**src/rtl/multicycle_pkg.sv**
```systemverilog
// Shared definitions for the multicycle control unit: state encodings,
// opcode values, datapath select codes and the bundled control word.
package multicycle_pkg;

    typedef enum logic [3:0] {
        FETCH  = 4'd0,
        DECODE = 4'd1,
        MEMADR = 4'd2,
        MEMRD  = 4'd3,
        MEMWB  = 4'd4,
        MEMWR  = 4'd5,
        EXEC   = 4'd6,
        RWB    = 4'd7,
        BRANCH = 4'd8,
        ADDIEX = 4'd9,
        ADDIWB = 4'd10,
        JUMP   = 4'd11
    } state_e;

    localparam logic [5:0] OP_RTYPE = 6'b000000;
    localparam logic [5:0] OP_LW    = 6'b100011;
    localparam logic [5:0] OP_SW    = 6'b101011;
    localparam logic [5:0] OP_BEQ   = 6'b000100;
    localparam logic [5:0] OP_J     = 6'b000010;

    localparam logic [1:0] ALUOP_ADD   = 2'b00;
    localparam logic [1:0] ALUOP_SUB   = 2'b01;
    localparam logic [1:0] ALUOP_FUNCT = 2'b10;

    localparam logic [1:0] SRCB_REG   = 2'b00;
    localparam logic [1:0] SRCB_FOUR  = 2'b01;
    localparam logic [1:0] SRCB_IMM   = 2'b10;
    localparam logic [1:0] SRCB_BRIMM = 2'b11;

    localparam logic [1:0] PCSRC_ALU    = 2'b00;
    localparam logic [1:0] PCSRC_ALUOUT = 2'b01;
    localparam logic [1:0] PCSRC_JUMP   = 2'b10;

    typedef struct packed {
        logic       pc_write;
        logic       pc_write_cond;
        logic       i_or_d;
        logic       mem_read;
        logic       mem_write;
        logic       mem_to_reg;
        logic       ir_write;
        logic       alu_src_a;
        logic       reg_write;
        logic       reg_dst;
        logic [1:0] alu_op;
        logic [1:0] alu_src_b;
        logic [1:0] pc_source;
    } ctrl_t;

endpackage

```
**src/rtl/mc_output_decode.sv**
```systemverilog
// Combinational map from FSM state to datapath controls; everything is
// forced low while reset is high.
module mc_output_decode
    import multicycle_pkg::*;
(
    input  state_e state,
    input  logic   mem_ready,
    input  logic   reset,
    output ctrl_t  ctrl
);

    always_comb begin
        ctrl = '0;
        if (!reset) begin
            case (state)
                FETCH: begin
                    ctrl.mem_read  = 1'b1;
                    ctrl.alu_src_b = SRCB_FOUR;
                    // IR load and PC+4 only commit when the fetch completes
                    ctrl.ir_write  = mem_ready;
                    ctrl.pc_write  = mem_ready;
                end
                DECODE: begin
                    ctrl.alu_src_b = SRCB_BRIMM;
                end
                MEMADR: begin
                    ctrl.alu_src_a = 1'b1;
                    ctrl.alu_src_b = SRCB_IMM;
                end
                MEMRD: begin
                    ctrl.mem_read = 1'b1;
                    ctrl.i_or_d   = 1'b1;
                end
                MEMWB: begin
                    ctrl.reg_write  = 1'b1;
                    ctrl.mem_to_reg = 1'b1;
                end
                MEMWR: begin
                    ctrl.mem_write = 1'b1;
                    ctrl.i_or_d    = 1'b1;
                end
                EXEC: begin
                    ctrl.alu_src_a = 1'b1;
                    ctrl.alu_src_b = SRCB_REG;
                    ctrl.alu_op    = ALUOP_FUNCT;
                end
                RWB: begin
                    ctrl.reg_write = 1'b1;
                    ctrl.reg_dst   = 1'b1;
                end
                BRANCH: begin
                    ctrl.alu_src_a     = 1'b1;
                    ctrl.alu_op        = ALUOP_SUB;
                    ctrl.pc_write_cond = 1'b1;
                    ctrl.pc_source     = PCSRC_ALUOUT;
                end
                ADDIEX: begin
                    ctrl.alu_src_a = 1'b1;
                    ctrl.alu_src_b = SRCB_IMM;
                    ctrl.alu_op    = ALUOP_ADD;
                end
                ADDIWB: begin
                    ctrl.reg_write = 1'b1;
                end
                JUMP: begin
                    ctrl.pc_write  = 1'b1;
                    ctrl.pc_source = PCSRC_JUMP;
                end
                default: ctrl = '0;
            endcase
        end
    end

endmodule

```
**src/rtl/multicycle_control.sv**
```systemverilog
// Multicycle processor control FSM: state register, latched opcode,
// retired-instruction counter and illegal-opcode pulse.
module multicycle_control
    import multicycle_pkg::*;
#(
    parameter int                    OPCODE_W    = 6,
    parameter int                    CNT_W       = 16,
    parameter int                    ENABLE_JUMP = 1,
    parameter logic [OPCODE_W-1:0]   ADDI_OP     = 6'b000111
) (
    input  logic                clock,
    input  logic                reset,
    input  logic [OPCODE_W-1:0] opcode,
    input  logic                mem_ready,
    output logic                PCWrite,
    output logic                PCWriteCond,
    output logic                IorD,
    output logic                MemRead,
    output logic                MemWrite,
    output logic                MemtoReg,
    output logic                IRWrite,
    output logic                ALUSrcA,
    output logic                RegWrite,
    output logic                RegDst,
    output logic [1:0]          ALUOp,
    output logic [1:0]          ALUSrcB,
    output logic [1:0]          PCSource,
    output logic [3:0]          state,
    output logic                illegal_op,
    output logic [CNT_W-1:0]    instr_count
);

    localparam logic [OPCODE_W-1:0] OPC_RTYPE = OPCODE_W'(OP_RTYPE);
    localparam logic [OPCODE_W-1:0] OPC_LW    = OPCODE_W'(OP_LW);
    localparam logic [OPCODE_W-1:0] OPC_SW    = OPCODE_W'(OP_SW);
    localparam logic [OPCODE_W-1:0] OPC_BEQ   = OPCODE_W'(OP_BEQ);
    localparam logic [OPCODE_W-1:0] OPC_J     = OPCODE_W'(OP_J);

    state_e              state_q, state_d;
    logic [OPCODE_W-1:0] opcode_q, opcode_d;
    logic [CNT_W-1:0]    count_q, count_d;
    logic                illegal_q, illegal_d;
    logic                retire;
    ctrl_t               ctrl;

    always_comb begin
        state_d   = state_q;
        opcode_d  = opcode_q;
        count_d   = count_q;
        illegal_d = 1'b0;
        retire    = 1'b0;
        case (state_q)
            FETCH:  if (mem_ready) state_d = DECODE;
            DECODE: begin
                opcode_d = opcode;
                if (opcode == OPC_RTYPE)                         state_d = EXEC;
                else if (opcode == OPC_LW || opcode == OPC_SW)   state_d = MEMADR;
                else if (opcode == OPC_BEQ)                      state_d = BRANCH;
                else if (opcode == ADDI_OP)                      state_d = ADDIEX;
                else if (ENABLE_JUMP != 0 && opcode == OPC_J)    state_d = JUMP;
                else begin
                    state_d   = FETCH;
                    illegal_d = 1'b1;
                end
            end
            // Only the latched copy is trusted once DECODE has passed
            MEMADR: state_d = (opcode_q == OPC_LW) ? MEMRD : MEMWR;
            MEMRD:  if (mem_ready) state_d = MEMWB;
            MEMWR: begin
                if (mem_ready) begin
                    state_d = FETCH;
                    retire  = 1'b1;
                end
            end
            EXEC:   state_d = RWB;
            ADDIEX: state_d = ADDIWB;
            MEMWB, RWB, BRANCH, ADDIWB, JUMP: begin
                state_d = FETCH;
                retire  = 1'b1;
            end
            default: state_d = FETCH;
        endcase
        if (retire) count_d = count_q + CNT_W'(1);
    end

    always_ff @(posedge clock) begin
        if (reset) begin
            state_q   <= FETCH;
            opcode_q  <= '0;
            count_q   <= '0;
            illegal_q <= 1'b0;
        end else begin
            state_q   <= state_d;
            opcode_q  <= opcode_d;
            count_q   <= count_d;
            illegal_q <= illegal_d;
        end
    end

    mc_output_decode u_decode (
        .state     (state_q),
        .mem_ready (mem_ready),
        .reset     (reset),
        .ctrl      (ctrl)
    );

    assign PCWrite     = ctrl.pc_write;
    assign PCWriteCond = ctrl.pc_write_cond;
    assign IorD        = ctrl.i_or_d;
    assign MemRead     = ctrl.mem_read;
    assign MemWrite    = ctrl.mem_write;
    assign MemtoReg    = ctrl.mem_to_reg;
    assign IRWrite     = ctrl.ir_write;
    assign ALUSrcA     = ctrl.alu_src_a;
    assign RegWrite    = ctrl.reg_write;
    assign RegDst      = ctrl.reg_dst;
    assign ALUOp       = ctrl.alu_op;
    assign ALUSrcB     = ctrl.alu_src_b;
    assign PCSource    = ctrl.pc_source;
    assign state       = state_q;
    assign illegal_op  = illegal_q;
    assign instr_count = count_q;

endmodule

```
**config.mk**
```make
export PLATFORM = sky130hd
export DESIGN_NAME = multicycle_control
export DESIGN_NICKNAME = d
export VERILOG_FILES = /design/src/rtl/multicycle_pkg.sv /design/src/rtl/mc_output_decode.sv /design/src/rtl/multicycle_control.sv
export SDC_FILE = /design/constraint.sdc
export NUM_CORES = 1
export LEC_CHECK = 0
export ABC_CLOCK_PERIOD_IN_PS = 2800
export CORE_MARGIN = 2
export CORE_UTILIZATION = 47
export CTS_BUF_LIST = sky130_fd_sc_hd__clkbuf_8 sky130_fd_sc_hd__clkbuf_16
export CTS_CLUSTER_DIAMETER = 200
export DETAILED_ROUTE_END_ITERATION = 16
export PLACE_DENSITY_LB_ADDON = 0.2
export SYNTH_ARGS = -nofsm -noshare
export SYNTH_HDL_FRONTEND = slang
export SYNTH_SLANG_ARGS = --single-unit
```
**constraint.sdc**
```tcl
create_clock -name clock -period 2.8 [get_ports clock]
set_clock_uncertainty 0.2 [all_clocks]
set_input_delay 0.28 -clock clock [delete_from_list [all_inputs] [get_ports clock]]
set_output_delay 0.28 -clock clock [all_outputs]
set_load 0.01 [all_outputs]
```
==> flow_summary.ini, run 1 <==
[detailed_routing]
post_drt_wl_per_cell_um = 12.7
drt-initial-drc-count = 55
vias = 1611
antenna_left = 0
wl_um = 3680
first_pass_iters = 4
drcViolationCount = 0
drt-vias-per-instance = 5.56

[global_route]
grt_usage_pct = 19.2
overflow = 0
antenna_found_initial = 0
grt_pass1_wl_um = 5550
grt_pass1_vias = 1282
grt_max_degree = 28

[synth]
netlist-cell-type-count = 42
syn-cell-area_mm2 = 0.00158
synth_edf_count = 0
synth_area_leaders = dfxtp_1 34%, a21oi_1 6.3%, o31ai_1 4.8%, nand2_1 4.5%, nor2_1 4.3%
synth-seq-cells = 27
synth_top_area_share_pct = 34.3
syn_inst = 204
yosysMostFrequentCell = dfxtp_1
yosysSeqAreaShare_pct = 34.3
yosys_warnings = 0
yosys.area.top_type = dfxtp_1
async_reset_ff_share_pct = 0
syn_nets = 214
syn_area_per_cell_um2 = 7.73
synthFlopType = dfxtp_1
netlist_top_cells_count = 27 x dfxtp_1, 20 x a21oi_1, 19 x nand2_1

[min_path]
hold_class = flop to flop
hold_path_depth = 2
worstHoldEndpoint = opcode_q[1]
worst_hold_startpoint = opcode_q[1]

[power]
switchingPower_w = 0.000175
swShare_pct = 24.8
p_int_w = 0.000531
powerDensity_mw_per_mm2 = 335
comb_power_share_pct = 12.0
clkPwrFrac_pct = 31.9
p_leak_nw = 0.690
ir_worst_vdd_mv = 0.158
power_frac_seq_pct = 56.1

[timing]
relSlewSlack_pct = 68.3
final_max_slew_viol_count = 0
max_freq_mhz = 391
fin_crit_sh_pct = 91.3
fin_crit_ps = 2560
fin_tns_setup_ps = 0
hold_viol = 0
finalSetupViolations = 0
tightest_slew_ps = 469
setup_ws_ps = 244
rsz0062_at_grt = false

[cts]
post_cts_buffers = 0
cts_tree = built
clk_pin_slew_ps = 90
clock_sinks = 27
clockBufferDepth = 2
clk_latency_ps = 280
post_cts_resized = 0
cts-htree-levels = 1
holdBufCountCts = 0
cts_root_buf = clkbuf_8
cts_buffers = 3

[placed_design]
gp_congestion = 0.825
dp.cells = 286
dp.final_hpwl_um = 2710
pre_cts_slack_ps = 355
io_buffers = 45

[setup_path]
r2r_end = instr_count[7]
crit_slowest_cell = dfxtp_1
cp.arrival_ps = 2080
crit_path_end_kind = primary output
reg2reg_slack_ps = 540
reg2reg_depth = 4
required_ps = 2320
critPathKind = flop to primary output
worst-path-buf-inv = 1
max_stage_delay_ps = 610
crit_chain = nor2b_1, nor2_1, nor3_1, clkdlybuf4s50_1
cp_top_family = simple AND/OR/NAND/NOR gates
reg2reg_from = state[0]
crit_path_start_kind = flop
crit_fanout = 14

[die]
core_area_mm2 = 0.00328
start_util_pct = 48.0
ios = 46
die_h_um = 61.9
core.rowCount = 21
dieArea_mm2 = 0.00383
die_w_um = 61.9

[layout]
finalNetCount = 255
finalNonFillerCells = 290
antenna_cells = 0
drive_gt1_share_pct = 5.33
utilization_pct = 64.2
area_growth_syn_to_layout_pct = 33.7

[flow_run]
maxCapViolations = 0

[status]
status = finished clean
-- layout make-up --
cell class	count	area, µm²
Fill cell	315	1180
Multi-Input combinational cell	159	965
Sequential cell	27	541
Timing Repair Buffer	49	480
Tap cell	46	57.6
Clock buffer	3	41.3
Inverter	5	18.8
Clock inverter	1	5.00
-- power groups by stage --
| stage | Clock, W | Sequential (W) | Combinational [W] |
|---|---|---|---|
| 4_1_cts | 0.000233 | 0.000396 | 0.0000856 |
| 3_5_place_dp | 0 | 0.000405 | 0.0000854 |
| 2_1_floorplan | 0 | 0.000403 | 0.0000493 |
| 3_3_place_gp | 0 | 0.000405 | 0.0000848 |
| 6_report | 0.000225 | 0.000396 | 0.0000850 |
| 5_1_grt | 0.000249 | 0.000398 | 0.0000936 |
-- state kept, by name, indices dropped and copies added (netlist names) --
register and count:
state 4, instr_count 16, illegal_op 1, opcode_q 6
-- layer usage --
layer	share of wire, %	vias up	GRT usage [%]
met2	47	36	33.1
met1	48	740	24.2
met4	1.3	0	6.38
met5	0	-	0
met3	3.1	5	3.11
li1	-	830	-
-- worst min-delay path: cells and delay by family (launching register included) --
kind               cells  cell delay [ps]
and+or+nand+nor        1               50
AOI/OAI and AO/OA      1               50
DFF                    1              320
-- worst max path at each step --
stage	from	end	slack, ps	cells past startpoint
final	state[0]	ALUSrcB[1]	240	4
after global routing	state[0]	RegWrite	90	5
after CTS	state[0]	ALUSrcB[1]	260	4
after detailed placement	reset	PCWrite	360	5
after global placement	reset	PCWrite	360	5
after floorplan	state[2]	instr_count[6]	780	5
-- per-stage QoR --
stage                     power, W  area, µm²  hold slack, ps
after global placement    0.000490       2060             242
after global routing      0.000740       2110             280
final                     0.000706       2110             258
after CTS                 0.000715       2110             258
after detailed placement  0.000491       2060             244
after floorplan           0.000452       1580             216
-- placed cells by master, fill, tap and decap left out, types with 3 or more instances in the layout --
master           synthesis  final
nor2b_1                  9      9
nor4_1                   3      3
o31ai_1                 10     10
nand2b_1                 5      5
or3_1                    4      4
nand4_1                  5      5
or4_1                    8      8
buf_4                    0      4
a21oi_1                 20     20
nor2_1                  18     18
nand2_1                 19     19
inv_1                    5      5
mux2_1                   3      3
dfxtp_1                 27     27
nor3_1                   9      9
clkdlybuf4s50_1          0     45
clkbuf_8                 0      3
a31oi_1                  3      3
nand3_1                  9      9
o21ai_0                  3      3
o21ai_1                  3      3
-- kinds of logic after synthesis --
kind of cell | count (synthesis) | share of synthesized area [%]
buffers and inverters | 18 | 4.52
flip-flops | 27 | 34.3
adder cells (fa/ha/maj) | 1 | 0.794
multiplexers | 5 | 3.41
AO/OA/AOI/OAI | 45 | 18.3
XOR/XNOR | 4 | 2.22
AND/OR/NAND/NOR | 104 | 36.4
No activity file was read; power rests on OpenSTA's default activity.
==> inputs of run 2 (changes only) <==
Settings changed: CORE_ASPECT_RATIO set to 1.75.
==> run 2 against run 1 <==
  * Critical path depth unchanged
  * Routed wire length rose by 1.4%
  * Largest power group unchanged
  * Cell area decreased by 0.47%
  * Highest routed layer unchanged
  * Critical path type unchanged
==> flow_summary.ini, run 2 (synthesized netlist as in run 1, its figures left out) <==
[cts]
clk_pin_slew_ps = 100
clk_latency_ps = 270
clock_sinks = 27
holdBufCountCts = 0
post_cts_buffers = 0
cts_tree = built
cts_root_buf = clkbuf_8
cts_buffers = 3
cts-htree-levels = 1
clockBufferDepth = 2
post_cts_resized = 0

[global_route]
gr-usage-met1_pct = 24.8
grt_pass1_vias = 1435
grt_pass1_wl_um = 6220
busiest_layer = met2
use_met3_pct = 1.35
grt_usage_pct = 21.2
grt_max_degree = 29
met2_usage_pct = 38.4
antenna_found_initial = 0
overflow = 0

[timing]
fin_crit_sh_pct = 91.4
finalSetupViolations = 0
fin_tns_setup_ps = 0
rsz0062_at_grt = false
relSlewSlack_pct = 67.4
tightest_slew_ps = 486
final_max_slew_viol_count = 0
max_freq_mhz = 391
hold_viol = 0
fin_crit_ps = 2560

[setup_path]
crit_cells = 4
critPathKind = flop to primary output
crit_path_start_kind = flop
reg2reg_depth = 4
crit_chain = nor2b_1, nor2_1, nor3_1, clkdlybuf4s50_1
cp_top_family = simple AND/OR/NAND/NOR gates
required_ps = 2320
worst-path-buf-inv = 1
cp.arrival_ps = 2080
crit_fanout = 14
crit_slowest_cell = dfxtp_1
max_stage_delay_ps = 590
crit_path_end_kind = primary output
critPathLaunch = state[0]
reg2reg_from = state[3]

[power]
ir_worst_vdd_mv = 0.277
powerDensity_mw_per_mm2 = 337
p_leak_nw = 0.685

[layout]
multiInputGateArea_um2 = 965
finalNonFillerCells = 286
final_cell_mix = 45 x clkdlybuf4s50_1, 26 x dfxtp_1, 20 x a21oi_1
area_growth_syn_to_layout_pct = 33.1
drive_gt1_share_pct = 5.35
largest_reg_flops = 16
area.sequential_um2 = 542
antenna_cells = 0
finalNetCount = 254
final_common_cell = clkdlybuf4s50_1
filler_cell_count = 294

[detailed_routing]
drt-vias-per-instance = 5.67
drcViolationCount = 0
post_drt_wl_per_cell_um = 13.0
antenna_left = 0
drt-initial-drc-count = 22
first_pass_iters = 4
wl_um = 3730
vias = 1623

[flow_run]
maxCapViolations = 0

[placed_design]
gp_congestion = 0.784
io_buffers = 45
dp.cells = 282
dp.final_hpwl_um = 2730

[min_path]
hold_class = flop to flop
worst_hold_startpoint = opcode_q[0]
hold_path_depth = 2

[status]
status = finished clean

[die]
ios = 46
dieArea_mm2 = 0.00385
die_w_um = 47.8
core.rowCount = 27
die_h_um = 80.6
start_util_pct = 49.6
core_area_mm2 = 0.00318
-- run 2: worst min-delay path: cells and delay by family, from the launching register on --
kind	cells	cell delay, ps
DFF	1	320
AOI/OAI and AO/OA	1	50
and+or+nand+nor	1	50
-- run 2: area by class of cell --
| type | instances | area share (%) |
|---|---|---|
| multi-input cells | 159 | 46.0 |
| flip-flops and latches | 27 | 25.8 |
| repair buffers | 48 | 22.5 |
| well taps | 43 | 2.56 |
| clock buffers | 3 | 1.97 |
| inverters | 5 | 0.894 |
| clock inverters | 1 | 0.239 |
-- run 2: final timing paths --
path	to	slack, ps
setup / recovery	ALUSrcB[1]	240
setup reg to reg	instr_count[5]	580
hold / removal	opcode_q[0]	260
hold reg to reg	opcode_q[0]	260
-- run 2: per-stage QoR --
| stage | hold WS (ps) | util (%) | setup WS (ps) | instance area (µm²) | total power (W) |
|---|---|---|---|---|---|
| finish | 259 | 66.1 | 242 | 2100 | 0.000706 |
| CTS | 259 | 66.0 | 173 | 2100 | 0.000717 |
| global route | 280 | 66.1 | 22.9 | 2100 | 0.000733 |
| detailed placement | 245 | 64.6 | 453 | 2050 | 0.000490 |
| global placement | 240 | 64.6 | 469 | 2050 | 0.000490 |
| floorplan | 216 | - | 779 | 1580 | 0.000452 |
-- run 2: layer usage --
layer  share of wire [%]  vias to the layer above
met1                  42                      762
met3                 2.7                        2
li1                    -                      828
met5                   0                        -
met2                  55                       31
met4                0.67                        0
-- run 2: power breakdown --
group / switching, W / internal [W] / total [W]
Combinational: 0.0000443 / 0.0000408 / 0.0000851
Sequential: 0.00000653 / 0.000390 / 0.000397
Clock: 0.000125 / 0.0000997 / 0.000225
Total: 0.000176 / 0.000531 / 0.000706
==> inputs of run 3 (changes only) <==
Settings changed: ABC_CLOCK_PERIOD_IN_PS 2800 to not set, CORE_UTILIZATION 47 to 45.
==> run 3 against run 2 <==
  * Critical path depth up 1
  * Hold slack better by 0.57 ps
  * Critical endpoint unchanged
  * Sequential power hardly changed
  * Maximum frequency fell by 2.1%
  * Cell count rose by 0.70%
  * Power shrank 0.91%
  * First-iteration DRC count up 18%
  * Register-to-register slack about the same
  * Combinational power barely moved
  * Routed wire length is 0.13% higher
  * Worst setup slack got worse by 54 ps
  * Global-route usage decreased by 2.1 points
==> flow_summary.ini, run 3 (synthesized netlist as in run 1, its figures left out) <==
[setup_path]
max_stage_delay_ps = 660
r2r_end = instr_count[6]
reg2reg_depth = 4
required_ps = 2320
critPathKind = flop to primary output
cp.arrival_ps = 2130
worst-path-buf-inv = 1
reg2reg_from = state[3]
crit_slowest_cell = dfxtp_1
crit_chain = nand2b_1, nor2_1, nor2_1, nor3_1, clkdlybuf4s50_1
crit_path_start_kind = flop
reg2reg_slack_ps = 590
critPathLaunch = state[1]
crit_fanout = 16
path_common_cell = nor2_1
crit_path_end_kind = primary output
cp_top_family = flip-flops

[detailed_routing]
drcViolationCount = 0
vias = 1646
drt-vias-per-instance = 5.72
antenna_left = 0
drt-initial-drc-count = 26
wl_um = 3740
post_drt_wl_per_cell_um = 13.0
first_pass_iters = 6

[timing]
setup_ws_ps = 188
rsz0062_at_grt = false
max_freq_mhz = 383
relSlewSlack_pct = 65.3
fin_tns_setup_ps = 0
final_max_slew_viol_count = 0
fin_crit_ps = 2610
finalSetupViolations = 0
tightest_slew_ps = 520
hold_viol = 0
fin_crit_sh_pct = 93.3

[die]
ios = 46
start_util_pct = 46.9
die_h_um = 82.3
dieArea_mm2 = 0.00401
core_area_mm2 = 0.00336
die_w_um = 48.7
core.rowCount = 28

[cts]
clockBufferDepth = 2
post_cts_buffers = 0
post_cts_resized = 0
clk_latency_ps = 270
cts_tree = built
clk_pin_slew_ps = 90
cts_root_buf = clkbuf_8
cts-htree-levels = 1
cts_buffers = 3
clock_sinks = 27
holdBufCountCts = 0

[min_path]
hold_class = flop to flop
worst_hold_startpoint = opcode_q[4]
hold_path_depth = 2
worstHoldEndpoint = opcode_q[4]

[placed_design]
dp.cells = 284
io_buffers = 45
pre_cts_slack_ps = 443
dp.final_hpwl_um = 2770
gp_congestion = 0.812
dpl_cell_area_mm2 = 0.00205

[global_route]
grt_usage_pct = 19.1
overflow = 0
antenna_found_initial = 0
grt_pass1_vias = 1500
grt_max_degree = 29
grt_pass1_wl_um = 6250

[layout]
finalNetCount = 254
final_cell_mix = 45 x clkdlybuf4s50_1, 27 x dfxtp_1, 20 x a21oi_1
area_growth_syn_to_layout_pct = 33.2
drive_gt1_share_pct = 4.94
finalNonFillerCells = 288
final_common_cell = clkdlybuf4s50_1
antenna_cells = 0
filler_cell_count = 317
fin_area_mm2 = 0.00210
largest_reg_flops = 16

[flow_run]
maxCapViolations = 0

[power]
ir_worst_vdd_mv = 0.275
p_leak_nw = 0.685
powerDensity_mw_per_mm2 = 333
total_power_w = 0.000700

[status]
status = finished clean
run 3: cell types whose count changed in the layout (fill, tap and decap cells not counted):
cell | previous run | this run
dfxtp_1 | 26 | 27
dfxtp_2 | 1 | 0
run 3: how the worst max path moves through the flow:
stage | depth (start not counted) | slack, ps | endpoint
after floorplan | 5 | 780 | instr_count[6]
after global placement | 5 | 460 | PCWrite
after detailed placement | 5 | 440 | PCWrite
after CTS | 5 | 200 | ALUSrcB[1]
after global routing | 5 | 50 | RegWrite
final | 5 | 190 | ALUSrcB[1]
run 3: per-stage QoR:
stage / utilization [%] / hold WS (ps)
finish: 62.4 / 259
global route: 62.4 / 287
CTS: 62.4 / 258
detailed placement: 61.0 / 244
global placement: 61.0 / 240
floorplan: - / 216
run 3: layout make-up:
class	instances	area (µm²)	area share [%]
Multi-Input combinational cell	159	965	45.9
Sequential cell	27	541	25.7
Timing Repair Buffer	48	473	22.5
Tap cell	45	56.3	2.68
Clock buffer	3	41.3	1.97
Inverter	5	18.8	0.894
Clock inverter	1	5.00	0.238
run 3: worst min-delay path: stages, from the launching register on:
cell and delay [ps]:
dfxtp_1 320, nand2_1 50, a21oi_1 50
run 3: metal layers:
metal  track usage [%]  wire length [µm]  vias up
met5                 0                 0        -
met4              8.00                63        0
met2              38.1              2040       32
met1              20.5              1540      785
met3              1.62                92        6
li1                  -                 -      823
run 3: report_power, final:
part / total [W] / internal [W] / switching, W
clock network: 0.000218 / 0.0000995 / 0.000119
logic: 0.0000852 / 0.0000408 / 0.0000444
registers: 0.000396 / 0.000390 / 0.00000636
total: 0.000700 / 0.000530 / 0.000170
